--- config.mk ---
export PLATFORM = sky130hd
export DESIGN_NAME = axi_w_dest_router_flat
export DESIGN_NICKNAME = d
export VERILOG_FILES = /design/src/rtl/axi_w_dest_router_pkg.sv /design/src/rtl/axi_w_dest_router_if.sv /design/src/rtl/axi_w_dest_router_fifo.sv /design/src/rtl/axi_w_dest_router.sv /design/src/flat_wrapper.sv
export SDC_FILE = /design/constraint.sdc
export NUM_CORES = 1
export LEC_CHECK = 0
export CAP_MARGIN = 20
export CORE_MARGIN = 3
export CORE_UTILIZATION = 36
export CTS_BUF_LIST = sky130_fd_sc_hd__clkbuf_16
export DETAILED_ROUTE_END_ITERATION = 8
export PLACE_DENSITY = 0.82
export SETUP_SLACK_MARGIN = 0.02
export SLEW_MARGIN = 5
export SYNTH_ARGS = -nofsm -noshare
export SYNTH_HDL_FRONTEND = slang
export SYNTH_HIERARCHICAL = 1
export SYNTH_SLANG_ARGS = --single-unit
--- constraint.sdc ---
create_clock -name clk -period 3.3 [get_ports clk]
set_input_delay 0.825 -clock clk [delete_from_list [all_inputs] [get_ports clk]]
set_output_delay 0.825 -clock clk [all_outputs]
set_load 0.03 [all_outputs]
--- src/rtl/axi_w_dest_router_pkg.sv ---
// Shared types and defaults for the axi_node W-channel destination router.
package axi_node_pkg;

  typedef enum logic [1:0] {
    IDLE  = 2'd0,
    ROUTE = 2'd1,
    SINK  = 2'd2,
    DONE  = 2'd3
  } w_route_state_e;

  localparam int unsigned DEST_FIFO_DEPTH = 4;
  localparam int unsigned DEST_FIFO_PTR_W = $clog2(DEST_FIFO_DEPTH);

endpackage

--- src/rtl/axi_w_dest_router_if.sv ---
// Decoder handshake plus master-side and port-side W channel of the destination router.
interface axi_w_dest_router_if #(
  parameter int unsigned N_INIT_PORT = 8,
  parameter int unsigned AXI_DATA_W  = 64,
  parameter int unsigned AXI_USER_W  = 6
);

  logic                    push_DEST_i;
  logic [N_INIT_PORT-1:0]  DEST_i;
  logic                    grant_FIFO_DEST_o;
  logic                    handle_error_i;
  logic                    wdata_error_completed_o;

  logic [AXI_DATA_W-1:0]   wdata_i;
  logic [AXI_DATA_W/8-1:0] wstrb_i;
  logic [AXI_USER_W-1:0]   wuser_i;
  logic                    wlast_i;
  logic                    wvalid_i;
  logic                    wready_o;

  logic [AXI_DATA_W-1:0]   wdata_o;
  logic [AXI_DATA_W/8-1:0] wstrb_o;
  logic [AXI_USER_W-1:0]   wuser_o;
  logic                    wlast_o;
  logic [N_INIT_PORT-1:0]  wvalid_o;
  logic [N_INIT_PORT-1:0]  wready_i;

  // Router side
  modport slave (
    input  push_DEST_i, DEST_i, handle_error_i,
    input  wdata_i, wstrb_i, wuser_i, wlast_i, wvalid_i, wready_i,
    output grant_FIFO_DEST_o, wdata_error_completed_o, wready_o,
    output wdata_o, wstrb_o, wuser_o, wlast_o, wvalid_o
  );

  // Environment side (decoder, W master and target ports)
  modport master (
    output push_DEST_i, DEST_i, handle_error_i,
    output wdata_i, wstrb_i, wuser_i, wlast_i, wvalid_i, wready_i,
    input  grant_FIFO_DEST_o, wdata_error_completed_o, wready_o,
    input  wdata_o, wstrb_o, wuser_o, wlast_o, wvalid_o
  );

endinterface

--- src/rtl/axi_w_dest_router_fifo.sv ---
// In-order queue of one-hot W destinations; a push at full is accepted only alongside a pop.
module axi_dest_fifo #(
  parameter int unsigned N_INIT_PORT = 8,
  parameter int unsigned FIFO_DEPTH  = 4
) (
  input  logic                   clk,
  input  logic                   rst,
  input  logic                   push,
  input  logic                   pop,
  input  logic [N_INIT_PORT-1:0] din,
  output logic                   full,
  output logic                   empty,
  output logic                   last_entry,
  output logic [N_INIT_PORT-1:0] head
);

  localparam int unsigned       PTR_W   = $clog2(FIFO_DEPTH);
  localparam logic [PTR_W:0]    DEPTH_C = (PTR_W+1)'(FIFO_DEPTH);

  logic [N_INIT_PORT-1:0] mem [FIFO_DEPTH];
  logic [PTR_W-1:0]       wr_ptr, rd_ptr;
  logic [PTR_W:0]         count;
  logic                   do_push, do_pop;

  assign do_pop     = pop && !empty;
  assign do_push    = push && (!full || do_pop);
  assign full       = (count == DEPTH_C);
  assign empty      = (count == '0);
  assign last_entry = (count == (PTR_W+1)'(1));
  assign head       = mem[rd_ptr];

  // Power-of-2 depth lets the pointers wrap by natural overflow
  always_ff @(posedge clk or posedge rst) begin
    if (rst) begin
      wr_ptr <= '0;
      rd_ptr <= '0;
      count  <= '0;
    end else begin
      if (do_push) wr_ptr <= wr_ptr + PTR_W'(1);
      if (do_pop)  rd_ptr <= rd_ptr + PTR_W'(1);
      case ({do_push, do_pop})
        2'b10:   count <= count + (PTR_W+1)'(1);
        2'b01:   count <= count - (PTR_W+1)'(1);
        default: count <= count;
      endcase
    end
  end

  always_ff @(posedge clk) begin
    if (do_push) mem[wr_ptr] <= din;
  end

  a_no_push_full: assert property (@(posedge clk) disable iff (rst) !(push && full && !do_pop));

endmodule

--- src/rtl/axi_w_dest_router.sv ---
// W-channel steering behind the AW decoder: routes bursts in DEST order, sinks decode-error bursts.
module axi_w_dest_router
  import axi_node_pkg::*;
#(
  parameter int unsigned N_INIT_PORT = 8,
  parameter int unsigned FIFO_DEPTH  = DEST_FIFO_DEPTH,
  parameter int unsigned AXI_DATA_W  = 64,
  parameter int unsigned AXI_USER_W  = 6
) (
  input logic                clk,
  input logic                rst,
  axi_w_dest_router_if.slave bus
);

  w_route_state_e         state_q, state_d;
  logic [N_INIT_PORT-1:0] head;
  logic                   full, empty, last_entry, pop;
  logic [N_INIT_PORT-1:0] wvalid;
  logic                   wready, completed;

  axi_dest_fifo #(
    .N_INIT_PORT (N_INIT_PORT),
    .FIFO_DEPTH  (FIFO_DEPTH)
  ) u_dest_fifo (
    .clk        (clk),
    .rst        (rst),
    .push       (bus.push_DEST_i),
    .pop        (pop),
    .din        (bus.DEST_i),
    .full       (full),
    .empty      (empty),
    .last_entry (last_entry),
    .head       (head)
  );

  assign bus.grant_FIFO_DEST_o       = !full;
  assign bus.wdata_error_completed_o = completed;
  assign bus.wready_o                = wready;
  assign bus.wvalid_o                = wvalid;

  assign bus.wdata_o = AXI_DATA_W'(bus.wdata_i);
  assign bus.wstrb_o = (AXI_DATA_W/8)'(bus.wstrb_i);
  assign bus.wuser_o = AXI_USER_W'(bus.wuser_i);
  assign bus.wlast_o = bus.wlast_i;

  always_ff @(posedge clk or posedge rst) begin
    if (rst) state_q <= IDLE;
    else     state_q <= state_d;
  end

  always_comb begin
    state_d   = state_q;
    wvalid    = '0;
    wready    = 1'b0;
    completed = 1'b0;
    pop       = 1'b0;
    case (state_q)
      IDLE: begin
        if (!empty)                  state_d = ROUTE;
        else if (bus.handle_error_i) state_d = SINK;
      end
      ROUTE: begin
        wvalid = {N_INIT_PORT{bus.wvalid_i}} & head;
        wready = |(bus.wready_i & head);
        if (bus.wvalid_i && wready && bus.wlast_i) begin
          pop = 1'b1;
          // A push landing with the final pop keeps the queue alive: no bubble
          if (last_entry && !(bus.push_DEST_i && !full)) state_d = IDLE;
        end
      end
      SINK: begin
        wready = 1'b1;
        if (bus.wvalid_i && bus.wlast_i) state_d = DONE;
      end
      DONE: begin
        completed = 1'b1;
        state_d   = IDLE;
      end
      default: state_d = IDLE;
    endcase
  end

  a_head_onehot: assert property (@(posedge clk) disable iff (rst) (state_q == ROUTE) |-> $onehot(head));
  a_wvalid_onehot0: assert property (@(posedge clk) disable iff (rst) $onehot0(bus.wvalid_o));
  a_sink_from_idle: assert property (@(posedge clk) disable iff (rst)
    (state_q == SINK && $past(state_q) != SINK) |-> ($past(state_q) == IDLE && $past(bus.handle_error_i)));
  a_done_from_sink: assert property (@(posedge clk) disable iff (rst)
    (state_q == DONE) |-> ($past(state_q) == SINK));

endmodule

--- src/flat_wrapper.sv ---
// flat-port wrapper written by rule: the top's interface ports become plain ports
module axi_w_dest_router_flat import axi_node_pkg::*;
#(
  parameter int unsigned N_INIT_PORT = 8,
  parameter int unsigned FIFO_DEPTH  = DEST_FIFO_DEPTH,
  parameter int unsigned AXI_DATA_W  = 64,
  parameter int unsigned AXI_USER_W  = 6
)
  (clk, rst, bus_push_DEST_i, bus_DEST_i, bus_handle_error_i, bus_wdata_i, bus_wstrb_i, bus_wuser_i, bus_wlast_i, bus_wvalid_i, bus_wready_i, bus_grant_FIFO_DEST_o, bus_wdata_error_completed_o, bus_wready_o, bus_wdata_o, bus_wstrb_o, bus_wuser_o, bus_wlast_o, bus_wvalid_o);
  axi_w_dest_router_if #(.N_INIT_PORT(N_INIT_PORT), .AXI_DATA_W(AXI_DATA_W), .AXI_USER_W(AXI_USER_W)) bus_i ();
  input logic clk;
  input logic rst;
  input wire logic [$bits(bus_i.push_DEST_i)-1:0] bus_push_DEST_i;
  input wire logic [$bits(bus_i.DEST_i)-1:0] bus_DEST_i;
  input wire logic [$bits(bus_i.handle_error_i)-1:0] bus_handle_error_i;
  input wire logic [$bits(bus_i.wdata_i)-1:0] bus_wdata_i;
  input wire logic [$bits(bus_i.wstrb_i)-1:0] bus_wstrb_i;
  input wire logic [$bits(bus_i.wuser_i)-1:0] bus_wuser_i;
  input wire logic [$bits(bus_i.wlast_i)-1:0] bus_wlast_i;
  input wire logic [$bits(bus_i.wvalid_i)-1:0] bus_wvalid_i;
  input wire logic [$bits(bus_i.wready_i)-1:0] bus_wready_i;
  output wire logic [$bits(bus_i.grant_FIFO_DEST_o)-1:0] bus_grant_FIFO_DEST_o;
  output wire logic [$bits(bus_i.wdata_error_completed_o)-1:0] bus_wdata_error_completed_o;
  output wire logic [$bits(bus_i.wready_o)-1:0] bus_wready_o;
  output wire logic [$bits(bus_i.wdata_o)-1:0] bus_wdata_o;
  output wire logic [$bits(bus_i.wstrb_o)-1:0] bus_wstrb_o;
  output wire logic [$bits(bus_i.wuser_o)-1:0] bus_wuser_o;
  output wire logic [$bits(bus_i.wlast_o)-1:0] bus_wlast_o;
  output wire logic [$bits(bus_i.wvalid_o)-1:0] bus_wvalid_o;
  assign bus_i.push_DEST_i = bus_push_DEST_i;
  assign bus_i.DEST_i = bus_DEST_i;
  assign bus_i.handle_error_i = bus_handle_error_i;
  assign bus_i.wdata_i = bus_wdata_i;
  assign bus_i.wstrb_i = bus_wstrb_i;
  assign bus_i.wuser_i = bus_wuser_i;
  assign bus_i.wlast_i = bus_wlast_i;
  assign bus_i.wvalid_i = bus_wvalid_i;
  assign bus_i.wready_i = bus_wready_i;
  assign bus_grant_FIFO_DEST_o = bus_i.grant_FIFO_DEST_o;
  assign bus_wdata_error_completed_o = bus_i.wdata_error_completed_o;
  assign bus_wready_o = bus_i.wready_o;
  assign bus_wdata_o = bus_i.wdata_o;
  assign bus_wstrb_o = bus_i.wstrb_o;
  assign bus_wuser_o = bus_i.wuser_o;
  assign bus_wlast_o = bus_i.wlast_o;
  assign bus_wvalid_o = bus_i.wvalid_o;
  axi_w_dest_router #(.N_INIT_PORT(N_INIT_PORT), .FIFO_DEPTH(FIFO_DEPTH), .AXI_DATA_W(AXI_DATA_W), .AXI_USER_W(AXI_USER_W)) u_core (.clk(clk), .rst(rst), .bus(bus_i));
endmodule
* Word-level counts from Yosys, hierarchy flattened
Memory sizes are Yosys's and may differ from the RTL's.
Index checks and enable logic that the tools add are counted.
** Cells by class
- Add/sub/neg operators :: 4
- Equality and inequality tests :: 11
- Muxes and demuxes :: 14
- Bitwise logic cells :: 2
- Reductions and logical operators :: 16
** Operator list (count)
- AND 8 bit :: 2
- two-way mux 2 bit :: 5
- two-way mux 8 bit :: 1
- one-hot mux 2 bit (4 select lines) :: 1
- OR reduction 8 bit :: 1
- logical AND 1 bit :: 7
- == test 2 bit, second input constant :: 3
- != test 2 x 1 -> 1 bit, second input constant :: 3
- one-hot mux 3 bit (2 select lines) :: 1
- two-way mux 1 bit :: 5
- adder 2 x 1 -> 2 bit, second input constant :: 2
- == test 2 x 1 -> 1 bit, second input constant :: 2
- AND reduction 4 bit :: 1
- adder 3 x 1 -> 3 bit, second input constant :: 1
- == test 3 x 1 -> 1 bit, second input constant :: 1
- == test 3 bit, second input constant :: 1
- logical NOT 1 bit :: 3
- logical NOT 3 bit :: 1
- != test 3 bit, second input constant :: 1
- subtractor 3 x 1 -> 3 bit, second input constant :: 1
- logical NOT 2 bit :: 1
- one-hot mux 1 bit (2 select lines) :: 1
- nonzero test 2 bit :: 1
- logical OR 1 bit :: 1
** Word-level totals
- Register bits :: 9
- RAM bits :: 32
- Output and inout port bits :: 90
- Memories :: 1
** Memories
- u_core.u_dest_fifo.mem :: depth 4, bits a word 8, read ports 1, clocked after Yosys merged registers in 0, wr ports 1, RTL line axi_w_dest_router_fifo.sv:20 : logic [N_INIT_PORT-1:0] mem [FIFO_DEPTH];

* Logic depth before layout (Yosys ltp)
An unclocked memory read counts as a cell.
- Depth after elaboration :: 12
- Gate-level depth with buffers :: 10

* Modules after synthesis
Netlist, hierarchy kept.
** Modules (own cells, without submodules)
- axi_dest_fifo :: instances 1, cells each 102, area an instance 1715.4 um^2, sequential area each 1136.1 um^2
- axi_w_dest_router :: instances 1, cells each 127, area an instance 1006.0 um^2, sequential area each 50.0 um^2

* Least setup slack after synthesis
No wires, ideal clock.
- Path type :: flip-flop to flip-flop
- Start :: register u_core.u_dest_fifo.rd_ptr[0]
- End :: memory u_core.u_dest_fifo.mem[0][0], enable pin
- Library setup time :: 0.277 ns
- Arrival time :: 2.262 ns
- Required time :: 3.023 ns
- Path slack :: 0.761 ns
- Cell stages (with the launch flop) :: 9
- Buffers on the path :: 2
- Period minus slack after synthesis :: 2.539 ns
- Path through :: dfrtp_1 > buf_6 > mux4_2 > a22oi_1 > nand4_4 > and4_1 > buf_2 > o21a_1 > and2_1
** On the way
- Cells in the longest elaborated chain, start to end :: 12
** RTL lines
- from (decl) :: RTL line axi_w_dest_router_fifo.sv:21 : logic [PTR_W-1:0] wr_ptr, rd_ptr;
- from (signal assigned) :: RTL line axi_w_dest_router_fifo.sv:40 : if (do_pop) rd_ptr <= rd_ptr + PTR_W'(1);
- memory read (4 x 8 bit)
- via u_core.head[2] :: RTL line axi_w_dest_router.sv:16 : logic [N_INIT_PORT-1:0] head;
- AND 8 bit :: RTL line axi_w_dest_router.sv:64 : wready = |(bus.wready_i & head);
- OR reduction 8 bit :: RTL line axi_w_dest_router.sv:64
- logical AND 1 bit (2 in series) :: RTL line axi_w_dest_router.sv:65 : if (bus.wvalid_i && wready && bus.wlast_i) begin
- two-way mux 1 bit :: RTL line axi_w_dest_router.sv:65
- two-way mux 1 bit :: RTL line axi_w_dest_router.sv:57 : case (state_q)
- via u_core.pop :: RTL line axi_w_dest_router.sv:17 : logic full, empty, last_entry, pop;
- logical AND 1 bit :: RTL line axi_w_dest_router_fifo.sv:25 : assign do_pop = pop && !empty;
- logical OR 1 bit :: RTL line axi_w_dest_router_fifo.sv:26 : assign do_push = push && (!full || do_pop);
- logical AND 1 bit :: RTL line axi_w_dest_router_fifo.sv:26
- two-way mux 1 bit :: RTL line axi_w_dest_router_fifo.sv:50 : if (do_push) mem[wr_ptr] <= din;
- two-way mux 1 bit (not written as such) :: RTL line axi_w_dest_router_fifo.sv:50
- to (decl) :: RTL line axi_w_dest_router_fifo.sv:20
The timed path passes the listed nets, and every way through them passes these cells.

* Final worst setup path
- Start :: register u_core.u_dest_fifo.rd_ptr[0]
- End :: output port bus_wready_o
** On the way
- Cells in the longest elaborated chain, start to end :: 4
** RTL lines
- memory read (4 x 8 bit)
- via u_core.head[4] :: RTL line axi_w_dest_router.sv:16
- AND 8 bit :: RTL line axi_w_dest_router.sv:64
- OR reduction 8 bit :: RTL line axi_w_dest_router.sv:64
- one-hot mux 1 bit (2 select lines) :: RTL line axi_w_dest_router.sv:57
- to (decl) :: RTL line flat_wrapper.sv:24 : output wire logic [$bits(bus_i.wready_o)-1:0] bus_wready_o;
The timed path passes the listed nets, and every way through them passes these cells.

==> impl_metrics.py <==
metrics = {
    "status": {
        "status": "completed",
    },
    "place": {
        "gp_congestion": 0.948,
        "hpwl_mm": 5.92,
        "port_buffers": 33,
        "placed_area_mm2": 0.00265,
    },
    "timing": {
        "rsz0062_at_grt": "false",
        "fin_crit_sh": 0.950,
        "setup_violations": 0,
        "final.setup_skew_ns": 0.00391,
        "relSlewSlack": 0.689,
        "min_period_ns": 3.13,
        "fmax_mhz": 319,
        "max_slew.worst_pin.slew_ns": 0.466,
        "hold_viol": 0,
        "final-max-slew-violation-count": 0,
    },
    "setup_path": {
        "crit_fanout": 6,
        "ff2ff_path_depth": 9,
        "critPathArrivalTime_ns": 2.31,
        "crit_required_ns": 2.47,
        "end_kind": "primary output",
        "critical_path_class": "flop to primary output",
        "startpoint_type": "flop",
    },
    "final_layout": {
        "fin_nets": 308,
        "fillers": 719,
        "diodes": 0,
        "fin_area_mm2": 0.00280,
        "multiInputGateArea_um2": 857,
        "final_common_cell": "edfxtp_1",
        "final_cell_mix": "edfxtp_1 (32), clkdlybuf4s50_1 (31), ha_1 (13)",
        "regArea_mm2": 0.00119,
        "finish.utilization": 0.383,
        "final_layout_size_suffix_gt1_frac": 0.199,
        "syn2layout_area_growth_pct": 2.71,
    },
    "routing": {
        "routed_wl_mm": 6.97,
        "ant_nets": 0,
        "top_layer": "met5",
        "wl_met1_mm": 1.92,
        "drtPass1Iterations": 4,
        "drt-initial-drc-count": 85,
        "wire_per_inst_um": 23.6,
        "met2WireLength_mm": 3.59,
        "drc_errors": 0,
        "via_per_inst": 5.01,
        "dr_wl_met3_mm": 1.25,
        "dr_total_vias": 1479,
    },
    "run": {
        "maxCapViolCount": 0,
    },
    "clocking": {
        "clk_latency_ns": 0.28,
        "clk_pin_slew_ns": 0.06,
        "cts_buffer_depth": 2,
        "cts_num_sinks": 41,
        "postCtsSetupRepairBufs": 0,
        "cts_buffers": 5,
        "clk_root_buffer_cell": "clkbuf_16",
        "h-tree-depth": 2,
        "hold_buffers": 0,
        "cts_tree": "done",
        "cts_resized": 2,
    },
    "floorplanning": {
        "die_w_um": 92.9,
        "fp.dieArea_mm2": 0.00864,
        "die_y_um": 92.9,
        "core_area_mm2": 0.00729,
        "io_pins": 190,
        "start_util": 0.373,
        "row_count": 31,
    },
    "logic_synthesis": {
        "synth_top_family_by_area": "buffers and inverters",
        "async_reset_ff_frac": 0.220,
        "netlist_area_mm2": 0.00272,
        "synthXorXnorAreaFrac": 0.0129,
        "yosys.area_share.adder": 0.0598,
        "ys_types": 46,
        "seq_area_frac_synth": 0.436,
        "synth_simple_gate_area_frac": 0.100,
        "synth.area.mux_share": 0.0699,
        "synthCells": 229,
        "avgSynthCellArea_um2": 11.9,
        "synth_seq_cells": 41,
        "synth_nets": 342,
        "synth_edf_count": 32,
        "ys.flop_type": "edfxtp_1",
        "synth_compound_area_frac": 0.0722,
        "synth.yosys.warnings": 6,
    },
    "pwr": {
        "pwr-share-comb": 0.448,
        "power_density_mw_per_mm2": 815,
        "p_seq_frac": 0.347,
        "vdd_drop_max_mv": 0.342,
        "internal-power_mw": 1.47,
        "sw_frac_of_total": 0.356,
        "clockPowerShare": 0.205,
        "power_switching_uw": 812,
        "p_leak_nw": 1.09,
    },
    "hold_path": {
        "hold_path.class": "flop to flop",
        "hold_path_depth": 2,
    },
    "grt": {
        "first_global_vias": 1578,
        "grt_pass1_wl_mm": 9.80,
        "overflow": 0,
        "grt_start_max_net_pins": 15,
        "grtUsageTotal": 0.157,
        "antenna_found_initial": 0,
    },
}
## state kept, by name (all words and copies together) (netlist names)
| name | cells |
|---|---|
| u_core/u_dest_fifo/mem | 32 |
| u_core/u_dest_fifo/count | 3 |
| u_core/state_q | 2 |
| u_core/u_dest_fifo/rd_ptr | 2 |
| u_core/u_dest_fifo/wr_ptr | 2 |
## worst max-delay path: stages (launching register included)
cell	delay (ns)
dfrtp_1	0.35
buf_4	0.17
mux4_2	0.55
a22oi_2	0.27
nand4_4	0.13
a21oi_1	0.16
nor2b_1	0.05
dlygate4sd2_1	0.35
## metrics by stage
| stage | setup WS (ns) | TNS, ns | power [mW] | std cells | hold WS, ns |
|---|---|---|---|---|---|
| after floorplan | 0.761 | 0 | 1.66 | 229 | 0.520 |
| after global routing | 0.0388 | 0 | 2.42 | 295 | 0.663 |
| after CTS | 0.129 | 0 | 2.30 | 295 | 0.614 |
| final | 0.166 | 0 | 2.28 | 295 | 0.605 |
| after global placement | -0.00997 | -0.00997 | 1.80 | 287 | 0.585 |
| after detailed placement | -0.0148 | -0.0148 | 1.84 | 287 | 0.600 |
## path summary, 6_finish.rpt
| path | slack [ns] | start | endpoint |
|---|---|---|---|
| setup / recovery | 0.17 | u_core/u_dest_fifo/rd_ptr[0] | bus_wready_o |
| hold / removal | 0.60 | u_core/state_q[1] | u_core/state_q[1] |
| setup reg to reg | 0.56 | u_core/u_dest_fifo/rd_ptr[0] | u_core/u_dest_fifo/mem[3][6] |
| hold reg to reg | 0.60 | u_core/state_q[1] | u_core/state_q[1] |
| max in group asynchronous | 2.25 | rst | u_core/u_dest_fifo/rd_ptr[0] |
| min in group asynchronous | 0.75 | rst | u_core/state_q[0] |
## Yosys cell counts, drive strengths merged (2+ instances only)
library cell,count,share of area
inv,11,0.015
nor2b,3,0.0069
nor2,5,0.0069
edfxtp,32,0.35
nand2,5,0.0087
nand2b,3,0.0078
clkbuf,3,0.0046
a32oi,2,0.0064
dfrtp,9,0.083
nand3b,2,0.010
ha,13,0.060
and2,5,0.012
buf,82,0.23
a22oi,5,0.019
o21ai,4,0.0087
nand3,2,0.0037
a21oi,5,0.0092
mux4,8,0.066
and3,10,0.023
xnor2,4,0.013
## cell type report
class | count | area share
clock inverter | 3 | 0.00806
timing repair buffer | 44 | 0.156
sequential | 41 | 0.424
tap | 99 | 0.0443
clock buffer | 5 | 0.0448
inverter | 12 | 0.0161
multi-input combinational | 91 | 0.307
## power groups by stage
stage	Clock, mW	Sequential (mW)	Combinational [mW]
6_report	0.466	0.791	1.02
5_1_grt	0.503	0.810	1.10
3_3_place_gp	0	0.790	1.01
4_1_cts	0.480	0.791	1.03
2_1_floorplan	0	0.758	0.898
3_5_place_dp	0	0.801	1.03
## metal layers
metal,up-vias,GRT usage
met3,22,0.132
met5,-,0.0705
met4,2,0.0464
li1,658,-
met1,680,0.132
met2,117,0.266
## cells by family (layout without fill, tap and decap cells)
| group | Yosys count | in the layout |
|---|---|---|
| muxes | 9 | 9 |
| AOI/OAI and AO/OA | 25 | 25 |
| DFF | 41 | 41 |
| buffers and inverters | 97 | 64 |
| adders and majority gates | 13 | 13 |
| xor gates and xnor gates | 4 | 4 |
| and+or+nand+nor | 40 | 40 |
Power figures use the tool's default switching activity.
